===== config.mk =====
export PLATFORM = sky130hd
export DESIGN_NAME = ps2_key_queue
export DESIGN_NICKNAME = d
export VERILOG_FILES = /design/src/rtl/ps2_pkg.sv /design/src/rtl/ps2_rx_frame.sv /design/src/rtl/ps2_key_queue.sv
export SDC_FILE = /design/constraint.sdc
export NUM_CORES = 1
export LEC_CHECK = 0
export ABC_AREA = 1
export BUFFER_PORTS_ARGS = -buffer_cell sky130_fd_sc_hd__buf_4
export CORE_UTILIZATION = 30
export DETAILED_ROUTE_END_ITERATION = 8
export PLACE_DENSITY = 0.51
export SLEW_MARGIN = 10
export SYNTH_ARGS = -nofsm -noshare
export SYNTH_HDL_FRONTEND = slang
export SYNTH_SLANG_ARGS = --single-unit

===== constraint.sdc =====
create_clock -name clk -period 3.3 [get_ports clk]
set_input_delay 0.165 -clock clk [delete_from_list [all_inputs] [get_ports clk]]
set_output_delay 0.165 -clock clk [all_outputs]
set_load 0.005 [all_outputs]

===== src/rtl/ps2_pkg.sv =====
// ps2_pkg: shared types and scan-code prefix constants for the PS/2 key queue.
package ps2_pkg;
    typedef enum logic [1:0] {IDLE, SHIFT, CHECK} rx_state_t;
    localparam logic [7:0] PS2_EXT_PREFIX = 8'hE0;
    localparam logic [7:0] PS2_BRK_PREFIX = 8'hF0;
    typedef struct packed {
        logic       ext;
        logic       brk;
        logic [7:0] code;
    } key_evt_t;
endpackage


===== src/rtl/ps2_rx_frame.sv =====
// ps2_rx_frame: PS/2 clock glitch filter and 11-bit frame receiver.
// PS2_PARITY_CHK_EN enables start/parity/stop validation of each frame.
module ps2_rx_frame
    import ps2_pkg::*;
#(
    parameter int FILTER_LEN  = 8,
    parameter int TIMEOUT_CYC = 5000
) (
    input  logic       clk,
    input  logic       reset,
    input  logic       ps2c,
    input  logic       ps2d,
    input  logic       rx_en,
    output logic       byte_tick,
    output logic [7:0] byte_data,
    output logic       frame_err
);
    localparam int TW = $clog2(TIMEOUT_CYC + 1);

    logic [FILTER_LEN-1:0] filt;
    logic                  f_clk;
    logic [1:0]            d_sync;
    logic [10:0]           sr;
    logic [3:0]            bit_cnt;
    logic [TW-1:0]         tmr;
    logic                  fall_tick;
    logic                  frame_ok;
    rx_state_t             state;

    // filtered clock is about to drop: current high, window all zeros
    assign fall_tick = f_clk & ~|filt;

`ifdef PS2_PARITY_CHK_EN
    assign frame_ok = (^sr[9:1]) & sr[10] & ~sr[0];
`else
    logic unused_framing;
    assign unused_framing = ^{sr[10:9], sr[0]};
    assign frame_ok = 1'b1;
`endif

    always_ff @(posedge clk or negedge reset) begin
        if (!reset) begin
            filt   <= '0;
            f_clk  <= 1'b0;
            d_sync <= '0;
        end else begin
            filt   <= {filt[FILTER_LEN-2:0], ps2c};
            f_clk  <= &filt ? 1'b1 : (~|filt ? 1'b0 : f_clk);
            d_sync <= {d_sync[0], ps2d};
        end
    end

    always_ff @(posedge clk or negedge reset) begin
        if (!reset) begin
            state     <= IDLE;
            sr        <= '0;
            bit_cnt   <= '0;
            tmr       <= '0;
            byte_tick <= 1'b0;
            byte_data <= '0;
            frame_err <= 1'b0;
        end else begin
            byte_tick <= 1'b0;
            frame_err <= 1'b0;
            case (state)
                IDLE: if (fall_tick && rx_en) begin
                    sr      <= {d_sync[1], sr[10:1]};
                    bit_cnt <= 4'd9;
                    tmr     <= '0;
                    state   <= SHIFT;
                end
                SHIFT: if (fall_tick) begin
                    sr      <= {d_sync[1], sr[10:1]};
                    bit_cnt <= bit_cnt - 4'd1;
                    tmr     <= '0;
                    if (bit_cnt == 4'd0) state <= CHECK;
                end else if (tmr == TW'(TIMEOUT_CYC - 1)) begin
                    state     <= IDLE;
                    frame_err <= 1'b1;
                end else begin
                    tmr <= tmr + 1'b1;
                end
                CHECK: begin
                    state     <= IDLE;
                    byte_tick <= frame_ok;
                    frame_err <= ~frame_ok;
                    byte_data <= sr[8:1];
                end
                default: state <= IDLE;
            endcase
        end
    end
endmodule


===== src/rtl/ps2_key_queue.sv =====
// ps2_key_queue: PS/2 scan-code decoder (E0/F0 prefixes) feeding a FWFT key-event queue.
// PS2_PARITY_CHK_EN (in ps2_rx_frame) rejects frames with bad parity/framing.
module ps2_key_queue
    import ps2_pkg::*;
#(
    parameter int FIFO_DEPTH  = 8,
    parameter int FILTER_LEN  = 8,
    parameter int TIMEOUT_CYC = 5000
) (
    input  logic                        clk,
    input  logic                        reset,
    input  logic                        ps2c,
    input  logic                        ps2d,
    input  logic                        rx_en,
    input  logic                        rd_ack,
    input  logic                        clr_err,
    output logic [7:0]                  key_code,
    output logic                        key_ext,
    output logic                        key_brk,
    output logic                        key_valid,
    output logic [$clog2(FIFO_DEPTH):0] fifo_cnt,
    output logic                        ovf_err,
    output logic                        frm_err
);
    localparam int AW = $clog2(FIFO_DEPTH);

    logic          byte_tick;
    logic [7:0]    byte_data;
    logic          frame_err;
    logic          ext_pend, brk_pend;
    logic          is_ext, is_brk, push, pop, full, wr_en, ovf_set;
    logic [AW-1:0] wr_ptr, rd_ptr;
    key_evt_t      mem [FIFO_DEPTH];
    key_evt_t      head;

    ps2_rx_frame #(.FILTER_LEN(FILTER_LEN), .TIMEOUT_CYC(TIMEOUT_CYC)) u_rx (
        .clk       (clk),
        .reset     (reset),
        .ps2c      (ps2c),
        .ps2d      (ps2d),
        .rx_en     (rx_en),
        .byte_tick (byte_tick),
        .byte_data (byte_data),
        .frame_err (frame_err)
    );

    assign is_ext    = byte_data == PS2_EXT_PREFIX;
    assign is_brk    = byte_data == PS2_BRK_PREFIX;
    assign push      = byte_tick & ~is_ext & ~is_brk;
    assign key_valid = fifo_cnt != '0;
    assign pop       = rd_ack & key_valid;
    assign full      = fifo_cnt == (AW + 1)'(FIFO_DEPTH);
    // a pop in the same cycle frees the slot the push needs
    assign wr_en     = push & (~full | pop);
    assign ovf_set   = push & full & ~pop;
    assign head      = key_valid ? mem[rd_ptr] : '0;
    assign {key_ext, key_brk, key_code} = head;

    always_ff @(posedge clk) begin
        if (wr_en) mem[wr_ptr] <= '{ext: ext_pend, brk: brk_pend, code: byte_data};
    end

    always_ff @(posedge clk or negedge reset) begin
        if (!reset) begin
            ext_pend <= 1'b0;
            brk_pend <= 1'b0;
            wr_ptr   <= '0;
            rd_ptr   <= '0;
            fifo_cnt <= '0;
            ovf_err  <= 1'b0;
            frm_err  <= 1'b0;
        end else begin
            ext_pend <= (byte_tick & is_ext) ? 1'b1 : (push ? 1'b0 : ext_pend);
            brk_pend <= (byte_tick & is_brk) ? 1'b1 : (push ? 1'b0 : brk_pend);
            wr_ptr   <= wr_ptr + AW'(wr_en);
            rd_ptr   <= rd_ptr + AW'(pop);
            fifo_cnt <= fifo_cnt + (AW + 1)'(wr_en) - (AW + 1)'(pop);
            ovf_err  <= ovf_set | (ovf_err & ~clr_err);
            frm_err  <= frame_err | (frm_err & ~clr_err);
        end
    end
endmodule


# Word-level counts from Yosys, hierarchy flattened

Memories as Yosys holds them, arrays and structs flattened.
Cells that the tools add are included.

Flip-flop bits (word level): 65
Bits in latches: 0
Memory bits (writable): 80
ROM bits: 0
Bits of input ports: 7
Output and inout bits: 17
Word-level logic and storage cells: 95
Memories: 1

Memories:

| name | words | width | rd ports | clocked after Yosys merged registers in | wr ports | line                | source |
|---|---|---|---|---|---|---|---|
| mem  | 8     | 10    | 1        | 0                                       | 1        | ps2_key_queue.sv:33 | `key_evt_t mem [FIFO_DEPTH];` |

$add $sub $neg: 6
Multipliers: 0
Divide/modulo/power cells: 0
Magnitude comparators: 0
Equal/unequal tests: 12
Shifts and indexed selects: 0
Multiplexer cells: 27
Bitwise operators: 19
Reductions and logical operators: 13

Operators by type and width:

| cell                                                                     | number |
|---|---|
| 13-bit two-way mux                                                       | 3 |
| 13-bit one-hot mux with 2 select lines                                   | 1 |
| 11-bit two-way mux                                                       | 2 |
| 11-bit one-hot mux with 2 select lines                                   | 1 |
| 8-bit equality test (second input constant)                              | 2 |
| 13-bit by 1-bit adder with 13-bit output (second input constant)         | 1 |
| 13-bit equality test (second input constant)                             | 1 |
| 1-bit bitwise AND                                                        | 11 |
| 1-bit two-way mux                                                        | 11 |
| 10-bit two-way mux                                                       | 1 |
| 3-bit AND reduction                                                      | 3 |
| 2-bit two-way mux                                                        | 4 |
| 4-bit two-way mux                                                        | 2 |
| 4-bit one-hot mux with 2 select lines                                    | 1 |
| 8-bit AND reduction                                                      | 1 |
| 8-bit OR reduction                                                       | 1 |
| 3-bit by 1-bit adder with 3-bit output                                   | 2 |
| 2-bit by 1-bit inequality test with 1-bit output (second input constant) | 3 |
| 2-bit nonzero test                                                       | 3 |
| 1-bit inverter                                                           | 5 |
| 4-bit by 1-bit adder with 4-bit output                                   | 1 |
| 4-bit equality test (second input constant)                              | 1 |
| 4-bit logical NOT                                                        | 1 |
| 2-bit one-hot mux with 2 select lines                                    | 1 |
| 12 further kinds                                                         | 14 |

# Longest topological paths before layout

Depth in word-level cells: 7
Depth in mapped cells: 13
Mapped depth without buffers: 13

# Hierarchy

A second synthesis with hierarchy kept.

Cell total of the unflattened synthesis: 620
Area total of the unflattened synthesis: 6279.8 µm²

Modules (own cells, without submodules):

| module        | instances | cells an instance | area an instance (µm²) | seq. area each (µm²) |
|---|---|---|---|---|
| ps2_key_queue | 1         | 349               | 4005.1                 | 2752.6 |
| ps2_rx_frame  | 1         | 271               | 2274.7                 | 1251.2 |

# Least setup slack after synthesis

OpenSTA, ideal clock, no wires.

Path type: flip-flop to flip-flop
Start point: register fifo_cnt[2]
End point: register fifo_cnt[2]
Setup time: 0.123 ns
Data arrival time: 2.043 ns
Data required time: 3.177 ns
Setup slack: 1.134 ns
Cell stages (with the launch flop): 14
Path buffers: 0
Clock period less this slack: 2.166 ns
Cells stage by stage: dfrtp_1 inv_1 ha_1 nand2_1 nand2_1 nand3_1 and3_1 inv_1 ha_1 inv_1 ha_1 inv_1 fa_1 xnor2_1

Word-level cells in the longest chain between the ends: 6
Elaborated cells between the ends (all ways): 8
Classes of those cells: add/sub: 2; eq/ne: 1; bitwise: 4; reduce/logical: 1

RTL lines:

| what                                                      | line                                     | source |
|---|---|---|
| start: declaration                                        | ps2_key_queue.sv:21                      | `output logic [$clog2(FIFO_DEPTH):0] fifo_cnt,` |
| start signal: assignment                                  | ps2_key_queue.sv:77                      | `fifo_cnt <= fifo_cnt + (AW + 1)'(wr_en) - (AW + 1)'(pop);` |
| 4-bit nonzero test or 4-bit equality test (tied branches) | ps2_key_queue.sv:50, ps2_key_queue.sv:52 |  |
| 1-bit bitwise AND or 1-bit inverter (tied branches)       | ps2_key_queue.sv:51, ps2_key_queue.sv:54 |  |
| 1-bit bitwise OR                                          | ps2_key_queue.sv:54                      | `assign wr_en = push & (~full \| pop);` |
| 1-bit bitwise AND                                         | ps2_key_queue.sv:54                      |  |
| 4-bit by 1-bit adder with 4-bit output                    | ps2_key_queue.sv:77                      |  |
| 4-bit by 1-bit subtractor with 4-bit output *             | ps2_key_queue.sv:77                      |  |

Every way passes the cells marked *; elsewhere a longest branch is shown, timed or not.
A chain may end at the register's enable or synchronous reset.

# Final worst setup path

Same ends and word-level chain as after synthesis.

==> results.md <==
- Crit start category: register
- Final Skew: 14.6 ps
- Final Wtd Congestion: 0.778
- Status: completed
- Max Slew Vio Count: 0
- Leakage power: 3.04 nW
- Crit. End Element: register
- CP Max Fanout: 12
- First-pass GRT wire length: 21400 um
- CP Class: reg -> reg
- Setup_tns: 0 ps
- Largest net degree at the start of global routing: 65
- TritonRoute pass-1 iters: 5
- Final net count: 617
- Hold_ws: 89.9 ps
- Mapped Nets: 576
- DR DRC count: 0
- Max clock buf depth: 2
- Wire length per cell: 14.8 um
- 1st-iter DRT viols: 204
- Starting Density: 0.310
- #FFs+latches synth: 144
- Buffers added on ports: 23
- Antenna Nets Post-Route: 0
- CTS tree: done
- Die area: 21000 um2
- Setup WS pre-CTS: 696 ps
- RSZ-0062 raised after global routing: false
- Synthesized area per cell: 11.1 um2
- Hold Violations, Final: 0
- Seq/Total Area, Yosys: 0.652
- DP Wirelength: 8330 um
- Slew HR: 0.467
- Clk pin slew, worst setup/hold paths: 60 ps
- Diodes inserted: 0
- CP Data Required Time: 3600 ps
- Routed Wire Length: 12900 um
- Critical path data arrival time: 2910 ps
- Power Density: 758 nW/um2
- Peak VDD IR: 347 uV
- Crit share post-route: 0.789
- Worst Tran Pin Value: 800 ps
- Final setup viols: 0
- # rows: 51
- TritonCTS Buffers: 17
- Post-synth cell types: 36
- Fmax: 0.384 GHz
- Vias: 4029
- CTS root buf: clkbuf_16
- Die width: 145 um
- Mapped Area: 6140 um2
- Tot GR Track Use: 0.131
- Initial antenna violation count: 0
- Post-route minimum period: 2600 ps
- Synth Instances: 555
- Yosys warnings: 0
- Vias/cell: 4.61
- IO Count: 24
- H-tree levels: 4
- Hold crit path type: in -> reg
- GRT overflow: 0
- CTS Sinks: 144
- Final Worst Setup Slack: 696 ps
- Maxcap violations: 0
- Area delta synth->final: 18.7%
- Fraction of layout instances using a drive strength above 1: 0.141
- Die H: 145 um
- Vias in the first global route: 4039
- Worst skew pair latency: 420 ps
- Core area: 19800 um2
logic make-up after synthesis:
| kind of cell | after synthesis | share of synthesized area |
|---|---|---|
| buffers and inverters | 60 | 0.0403 |
| adder cells (fa/ha/maj) | 14 | 0.0297 |
| multiplexers | 10 | 0.0163 |
| AND/OR/NAND/NOR | 225 | 0.166 |
| flip-flops | 144 | 0.652 |
| XOR/XNOR | 9 | 0.0128 |
| AO/OA/AOI/OAI | 93 | 0.0823 |
metrics by stage:
stage / cell area, um2 / total power, mW / utilization / instances
floorplan: 6140 / 3.05 / - / 555
global placement: 6650 / 3.58 / 0.336 / 838
detailed placement: 6650 / 3.61 / 0.336 / 838
CTS: 7290 / 5.60 / 0.369 / 874
global route: 7290 / 5.85 / 0.369 / 874
finish: 7290 / 5.53 / 0.369 / 874
cells in the final DEF, fill, tap and decap left out, drive strengths merged:
cell and n:
clkinv 6, nand3 30, clkbuf 17, nor3 1, nand2 87, clkinvlp 1
o211ai 2, ha 13, mux2i 10, bufinv 3, o2111ai 1, edfxtp 80
and3 1, inv 49, nand4 5, o21bai 3, o21ai 66, o22ai 13
a21oi 8, nor2 100, xnor2 5, dfrtp 64, fa 1, nand3b 1
xor2 4, buf 34, dlygate4sd3 4
metal layers:
layer  share of wire  track usage  vias to the layer above
met5               0            0                        -
met4          0.0075       0.0421                        0
met3           0.054       0.0412                        8
met2            0.49        0.219                       82
met1            0.44        0.161                     1964
li1                -            -                     1975
power breakdown:
| part | total [mW] | switching (mW) | internal (mW) | leakage, nW |
|---|---|---|---|---|
| logic | 1.40 | 0.810 | 0.591 | 1.19 |
| registers | 2.15 | 0.145 | 2.00 | 1.55 |
| clock network | 1.98 | 0.779 | 1.20 | 0.296 |
worst paths after layout:
check / cells past startpoint / end / start / slack, ps
max in group asynchronous: 2 / brk_pend$_DFFE_PN0P_ / reset / 2400
hold reg to reg: 0 / u_rx.d_sync[1]$_DFF_PN0_ / u_rx.d_sync[0]$_DFF_PN0_ / 370
setup / recovery: 13 / fifo_cnt[2]$_DFF_PN0_ / fifo_cnt[2]$_DFF_PN0_ / 700
min in group asynchronous: 2 / u_rx.tmr[8]$_DFFE_PN0P_ / reset / 370
setup reg to reg: 13 / fifo_cnt[2]$_DFF_PN0_ / fifo_cnt[2]$_DFF_PN0_ / 700
hold / removal: 4 / ovf_err$_DFF_PN0_ / rd_ack / 90
synth_stat cells (all sizes together):
cell type,number,share of area
dfrtp,64,0.26
xnor2,5,0.0071
xor2,4,0.0057
nand3,30,0.033
a21oi,8,0.0077
o21ai,66,0.054
clkbuf,9,0.0055
o21bai,3,0.0037
nand2,87,0.056
nor3,1,0.00081
buf,7,0.0079
nor2,100,0.067
fa,1,0.0033
o211ai,2,0.0024
edfxtp,80,0.39
nand3b,1,0.0012
o22ai,13,0.013
ha,13,0.026
and3,1,0.0010
nand4,5,0.0075
o2111ai,1,0.0014
inv,44,0.027
mux2i,10,0.016
state kept, by name, indices dropped and copies added (netlist names):
signal / flops
u_rx.filt: 8
u_rx.frame_err: 1
ovf_err: 1
u_rx.byte_data: 8
wr_ptr: 3
fifo_cnt: 4
ext_pend: 1
u_rx.d_sync: 2
u_rx.state: 2
mem: 80
rd_ptr: 3
u_rx.f_clk: 1
u_rx.bit_cnt: 4
frm_err: 1
u_rx.tmr: 13
brk_pend: 1
u_rx.sr: 10
u_rx.byte_tick: 1
cell type report:
cell class	count	area, um2
clock buffers	17	425
clock inverters	15	181
fillers	1964	12500
inverters	44	165
multi-input cells	351	1890
flip-flops and latches	144	4000
well taps	265	332
repair buffers	38	295
critical path: stages (launching register included):
cell and delay [ps]:
dfrtp_1 340, inv_1 80, ha_1 190, nand2_1 310, nand2_1 120, nand3_1 110, and3_1 230, inv_1 60
ha_1 260, inv_1 60, ha_1 150, inv_1 60, fa_1 380, xnor2_1 130
repair_timing:
action / in CTS / in global routing
resized for setup: 0 / 0
hold buffers: 4 / 0
hold endpoints to repair: 68 / 0
buffers inserted: 0 / 0
Power figures use the tool's default switching activity.
